File: src/rtl/theta_stage.sv
// Keccak theta step over a block of LINES 25-bit slices: buffer the block with per-slice column
// parities, then emit each slice mixed with its neighbours' parities. THETA_BYPASS_EN adds bypass_i.
module theta_stage #(
  parameter int unsigned LINES = 64
) (
  input  logic        clk,
  input  logic        rst,
  input  logic        in_valid_i,
  output logic        in_ready_o,
  input  logic [24:0] in_line_i,
`ifdef THETA_BYPASS_EN
  input  logic        bypass_i,
`endif
  output logic        out_valid_o,
  input  logic        out_ready_i,
  output logic [24:0] out_line_o,
  output logic        out_last_o,
  output logic        busy_o
);

  localparam int unsigned IdxW = $clog2(LINES);
  localparam logic [IdxW-1:0] IdxOne = IdxW'(1);
  localparam logic [IdxW-1:0] IdxLast = IdxW'(LINES - 1);

  typedef enum logic {StLoad, StEmit} state_e;

  state_e          state_q, state_d;
  logic [IdxW-1:0] wr_idx_q, wr_idx_d;
  logic [IdxW-1:0] rd_idx_q, rd_idx_d;
  logic [IdxW-1:0] rd_prev;
  logic [24:0]     buf_q [LINES];
  logic [4:0]      par_q [LINES];
  logic            in_hs;
  logic [4:0]      in_par;
  logic [4:0]      par_cur, par_prev;
  logic [4:0]      d_col;
  logic            bypass_act;

  always_comb begin
    for (int x = 0; x < 5; x++) begin
      in_par[x] = in_line_i[x] ^ in_line_i[x+5] ^ in_line_i[x+10] ^ in_line_i[x+15] ^
                  in_line_i[x+20];
    end
  end

  always_comb begin
    state_d     = state_q;
    wr_idx_d    = wr_idx_q;
    rd_idx_d    = rd_idx_q;
    in_ready_o  = 1'b0;
    out_valid_o = 1'b0;
    unique case (state_q)
      StLoad: begin
        in_ready_o = 1'b1;
        if (in_valid_i) begin
          wr_idx_d = wr_idx_q + IdxOne;
          if (wr_idx_q == IdxLast) begin
            state_d  = StEmit;
            rd_idx_d = '0;
          end
        end
      end
      StEmit: begin
        out_valid_o = 1'b1;
        if (out_ready_i) begin
          rd_idx_d = rd_idx_q + IdxOne;
          if (rd_idx_q == IdxLast) begin
            state_d = StLoad;
          end
        end
      end
      default: state_d = StLoad;
    endcase
    // Outputs are forced quiet while reset is held.
    if (rst) begin
      in_ready_o  = 1'b0;
      out_valid_o = 1'b0;
    end
  end

  assign in_hs = in_valid_i & in_ready_o;

  always_ff @(posedge clk) begin
    if (rst) begin
      state_q  <= StLoad;
      wr_idx_q <= '0;
      rd_idx_q <= '0;
    end else begin
      state_q  <= state_d;
      wr_idx_q <= wr_idx_d;
      rd_idx_q <= rd_idx_d;
    end
  end

  // Buffer and parity store need no reset: every entry is rewritten before it is read.
  always_ff @(posedge clk) begin
    if (in_hs) begin
      buf_q[wr_idx_q] <= in_line_i;
      par_q[wr_idx_q] <= in_par;
    end
  end

`ifdef THETA_BYPASS_EN
  logic bypass_q;

  always_ff @(posedge clk) begin
    if (rst) begin
      bypass_q <= 1'b0;
    end else if (in_hs && (wr_idx_q == '0)) begin
      bypass_q <= bypass_i;
    end
  end

  assign bypass_act = bypass_q;
`else
  assign bypass_act = 1'b0;
`endif

  // Slice z-1 wraps through the natural overflow of the index width.
  assign rd_prev  = rd_idx_q - IdxOne;
  assign par_cur  = par_q[rd_idx_q];
  assign par_prev = par_q[rd_prev];

  always_comb begin
    d_col = '0;
    if (!bypass_act) begin
      for (int x = 0; x < 5; x++) begin
        d_col[x] = par_cur[(x + 4) % 5] ^ par_prev[(x + 1) % 5];
      end
    end
  end

  assign out_line_o = out_valid_o ? (buf_q[rd_idx_q] ^ {5{d_col}}) : '0;
  assign out_last_o = out_valid_o && (rd_idx_q == IdxLast);
  assign busy_o     = !rst && !((state_q == StLoad) && (wr_idx_q == '0));

endmodule

File: config.mk
export PLATFORM = sky130hd
export DESIGN_NAME = theta_stage
export DESIGN_NICKNAME = d
export VERILOG_FILES = /design/src/rtl/theta_stage.sv
export SDC_FILE = /design/constraint.sdc
export NUM_CORES = 2
export LEC_CHECK = 0
export ABC_AREA = 1
export BUFFER_PORTS_ARGS = -buffer_cell sky130_fd_sc_hd__buf_2
export CAP_MARGIN = 20
export CORE_MARGIN = 2
export CORE_UTILIZATION = 37
export CTS_BUF_LIST = sky130_fd_sc_hd__clkbuf_2
export CTS_CLUSTER_SIZE = 25
export DETAILED_ROUTE_END_ITERATION = 12
export SYNTH_ARGS = -nofsm -noshare
export SYNTH_HDL_FRONTEND = slang
export SYNTH_SLANG_ARGS = --single-unit
File: constraint.sdc
create_clock -name clk -period 4.4 [get_ports clk]
set_input_delay 0.66 -clock clk [delete_from_list [all_inputs] [get_ports clk]]
set_output_delay 0.66 -clock clk [all_outputs]
set_load 0.02 [all_outputs]
**Word level (Yosys, flattened, before mapping)**

Memories as Yosys holds them, arrays and structs flattened. A register that Yosys moved wholly into a read port is not among the register bits.
Cells that the tools add are included.

- Word-level logic and storage cells: 69
- Register bits: 13
- Output and inout bits: 29
- ROM bits: 0
- RAM bits: 1,920
- Latch bits: 0
- Memories: 2
- Input bits: 29

Memory list:

| name | depth | width | rd ports | clocked after Yosys merged registers in | wr ports | RTL line | RTL |
|---|---|---|---|---|---|---|---|
| buf_q | 64 | 25 | 1 | 1 | 1 | 31 | `logic [24:0] buf_q [LINES];` |
| par_q | 64 | 5 | 2 | 1 | 1 | 32 | `logic [4:0] par_q [LINES];` |

- $mul: 0
- Add/subtract/negate cells: 3
- Multiplexer cells: 20
- Equal/unequal tests: 5
- Reduce and logical (&&, ||, !) cells: 8
- $lt $le $gt $ge: 0
- Bitwise gates (word level): 28
- Shift-type cells: 0
- Divide/modulo/power cells: 0

Operators by type and width:

| operator | number |
|---|---|
| $mux 6 | 7 |
| $mux 25 | 1 |
| $xor 1x1->1 | 25 |
| $xor 25x25->25 | 1 |
| $add 6x1->6 const B | 2 |
| $eq 6x6->1 const B | 2 |
| $pmux 6 s2 | 1 |
| $mux 1 | 10 |
| $logic_not 6->1 | 1 |
| $ne 2x2->1 const B | 3 |
| $sub 6x1->6 const B | 1 |
| $logic_and 1x1->1 | 3 |
| $reduce_and 3->1 | 1 |
| $logic_not 1->1 | 2 |
| $pmux 1 s2 | 1 |
| $reduce_and 2->1 | 1 |
| $and 1x1->1 | 1 |
| $not 1->1 | 1 |

**Depth between registers and ports, before layout**

- Depth in word-level cells: 6
- Mapped depth: 20
- Mapped depth without buffers: 17

**Worst setup path before layout**

No wires, ideal clock.

- Path kind: input-to-reg
- Start: input in_line_i[10]
- End: memory par_q[0][0] (data pin)
- Path slack: 1.168 ns
- Arrival time: 2.697 ns
- Cell stages on the path: 3
- Required time: 3.865 ns
- Buffers on the path: 0
- Library setup time: 0.535 ns
- Cell sequence: xnor2_1 xnor2_1 xor2_1

- Cells in the longest elaborated chain, start to end: 3

RTL lines:

| what | RTL line | RTL |
|---|---|---|
| start, declared | 10 | `input logic [24:0] in_line_i,` |
| $xor 1x1->1 (3 in series) | 41 | `in_par[x] = in_line_i[x] ^ in_line_i[x+5] ^ in_line_i[x+10] ^ in_line_i[x+15] ^` |
| net in_par[0] | 34 | `logic [4:0] in_par;` |
| end, declared | 32 |  |

The timed path passes the listed nets, and every way through them passes these cells.

==> flow_summary.yaml <==
run_status:
  status: "finished with violations"
  violations: "setup timing"
clock_network:
  clk_path_buf_depth: 4
  root_buffer: "clkbuf_2"
  cts.sinks: 1939
  cts_made_buffers: 482
  cts_tree: "built"
  clock_latency_ns: 1.88
  h-tree-depth: 5
  clk_pin_slew_ns: 0.11
place:
  dpl_cell_area_um2: 86600
  port_buffers: 57
  place.detailed.hpwl_um: 141000
  routabilityCongestion: 0.880
synthesis:
  synthCells: 7314
  syn_area_um2: 82100
  seq_area_frac_synth_pct: 70.7
  netlist.area_leader.share_pct: 70.2
  netlist_top_cells_area: "edfxtp_1 70%, nand3_1 13%, nand2_1 12%, buf_2 1.7%, buf_6 0.85%"
  postSynth.asyncResetShare_pct: 0
  syn_area_per_cell_um2: 11.2
  synth_ff_type: "edfxtp_1"
  synth.distinct_cells: 30
  synth_most_common_cell: "nand2_1"
  synth_seq_cells: 1939
  synth_largest_area_cell: "edfxtp_1"
  yosys_warnings: 0
  netlist_top_cells_count: "2526 x nand2_1, 2124 x nand3_1, 1920 x edfxtp_1, 281 x buf_2, 133 x nor2_1"
  synth-edff-count: 1920
  syn_nets: 7347
pwr:
  swShare_pct: 24.3
  p_int_uw: 25100
  p_comb_share_pct: 2.9
  power_switching_uw: 8060
  pwr-share-clk_pct: 35.4
  seqPwrFrac_pct: 61.8
  p_per_area_nw_per_um2: 341
  ir_worst_vdd_uv: 178
  p_leak_uw: 0.0353
  power_uw: 33200
timing:
  relSlewSlack_pct: 22.6
  hold_violations: 0
  finalSetupTns_ns: -14.26
  fmax_mhz: 199
  drv_slew: 0
  setup_ws_ns: -0.626
  period_needed_ns: 5.03
  rsz0062_at_grt: "yes"
  tightest_slew_ns: 1.16
  finalCritPeriodShare_pct: 114
  finalSetupViolCount: 25
  skew_ns: 0.204
final_layout:
  finish.net_count: 7842
  post-route-util_pct: 44.2
  finalInstanceArea_um2: 97300
  area_growth_pct: 18.6
  drive_above_1_share_pct: 20.2
critical_path:
  timing.rr.start: "wr_idx_q[3]"
  path_max_fanout: 8
  criticalPathCategory: "reg2out"
  arrival_ns: 4.37
  end_kind: "output pin"
  critPathTopFamily: "simple AND/OR/NAND/NOR gates"
  crit_path_top_delay_cell: "dfxtp_4"
  cp_data_required_time_ns: 3.74
  cp_common_cell: "nand2_4"
  crit_buf_inv: 7
  cpPeakStageDelay_ns: 0.41
  crit_path_start_kind: "register"
  cp_cell_sequence: "buf_16 -> buf_12 -> clkinv_16 -> buf_16 -> clkbuf_16 -> nand2_2 -> nand3_2 -> nand3_1 -> nand2_1 -> nand2_1 -> nand3_1 -> nand3_2 -> nand2_4 -> inv_4 -> nand2_4 -> nand2_4 -> nor2_2 -> nor2_2 -> buf_6"
drt:
  firstDrtPassIters: 6
  postRouteAntennaNets: 0
  drc: 0
  wl_um: 281000
  drtIter0Drc: 7984
  vias: 61900
  wl_per_cell_um: 25.3
  drt-vias-per-instance: 5.56
grt:
  grt_pass1_vias: 58100
  gr-usage-all-layers_pct: 24.0
  grt-ovfl-total: 0
  grt_max_degree: 165
  antenna_found_initial: 10
  grt_pass1_wl_um: 396000
die:
  core-area_um2: 220000
  row_count: 172
  ios: 58
  die_w_um: 475
  initial_core_util_pct: 37.3
  dieHeight_um: 475
  die-area_um2: 226000
run:
  maxCapViolations: 0
worst_hold_path:
  min_path_type: "in2reg"
  hold_path.startpoint: "in_line_i[23]"
metrics by stage:
stage | cells | worst slack, ns | hold WS, ns
2_1_floorplan | 7314 | 1.17 | 0.466
3_3_place_gp | 10100 | 0.719 | 0.490
3_5_place_dp | 10100 | 0.720 | 0.503
4_1_cts | 11100 | -0.733 | 0.00173
5_1_grt | 11100 | -0.850 | 0.0908
6_report | 11100 | -0.626 | 0.224
path summary, 6_finish.rpt:
check / endpoint / slack, ns / cells past startpoint
worst max-delay path: out_line_o[11] / -0.63 / 19
worst min-delay path: buf_q[49][23] / 0.22 / 3
worst max register to register: buf_q[21][15] / 1.21 / 4
worst min register to register: register / 0.43 / 2
area by class of cell:
cell class                 count  area (µm²)
tap                         2958        3700
antenna                       12        30.0
fill                       20000      123000
sequential                  1939       58100
timing repair buffer         489        7130
clock buffer                 707        3540
multi-input combinational   4839       23800
inverter                      49         292
clock inverter               121         574
timing repair inverter         9         193
power by group through the flow:
stage	Clock, µW	Sequential [µW]	Combinational [µW]
3_5_place_dp	0	20900	823
6_report	11700	20500	949
4_1_cts	11900	20500	896
5_1_grt	12800	20500	989
3_3_place_gp	0	20900	803
2_1_floorplan	0	21000	224
cell families (layout without fill, tap and decap cells):
kind of cell,after synthesis,in the layout,synth area share (%)
adders and majority gates,4,4,0.0610
buffers and inverters,536,1375,3.68
other,0,12,0
AOI/OAI and AO/OA,18,18,0.119
xor gates and xnor gates,22,22,0.244
DFF,1939,1939,70.7
and+or+nand+nor,4795,4795,25.2
registers in the layout, indices dropped and copies added, names as in the netlist, named ones only:
register	flops
rd_idx_q	6
par_q	320
wr_idx_q	6
buf_q	1600
state_q	1
per-layer routing:
layer / vias to the layer above / global-route usage, % / part of all wire [%]
met1: 30200 / 31.8 / 38
met4: 2 / 11.8 / 5.0
met3: 714 / 5.28 / 11
met2: 3849 / 37.1 / 45
li1: 27100 / - / -
met5: - / 0 / 0.0057
worst min-delay path, stage by stage:
cell and delay, ns:
dlygate4sd3_1 0.53, buf_2 0.21, buf_4 0.36
placed cells by master, fill, tap and decap left out, types with 56 or more instances in the layout:
| cell | count |
|---|---|
| buf_16 | 77 |
| nand2_2 | 65 |
| nand3_1 | 1905 |
| buf_4 | 170 |
| clkinv_1 | 101 |
| nand2_1 | 2411 |
| edfxtp_1 | 1920 |
| dlygate4sd3_1 | 56 |
| nor2_4 | 81 |
| clkbuf_2 | 707 |
| buf_12 | 67 |
| nand3_2 | 179 |
what timing repair did:
item,4_1_cts,5_1_grt
pin swaps,88,105
buffers inserted,43,10
hold buffers,56,0
resized for setup,498,238
endpoints found under the setup margin,27,26
cloned,68,21
hold endpoints to repair,2070,0
(Power assumes the default switching activity.)
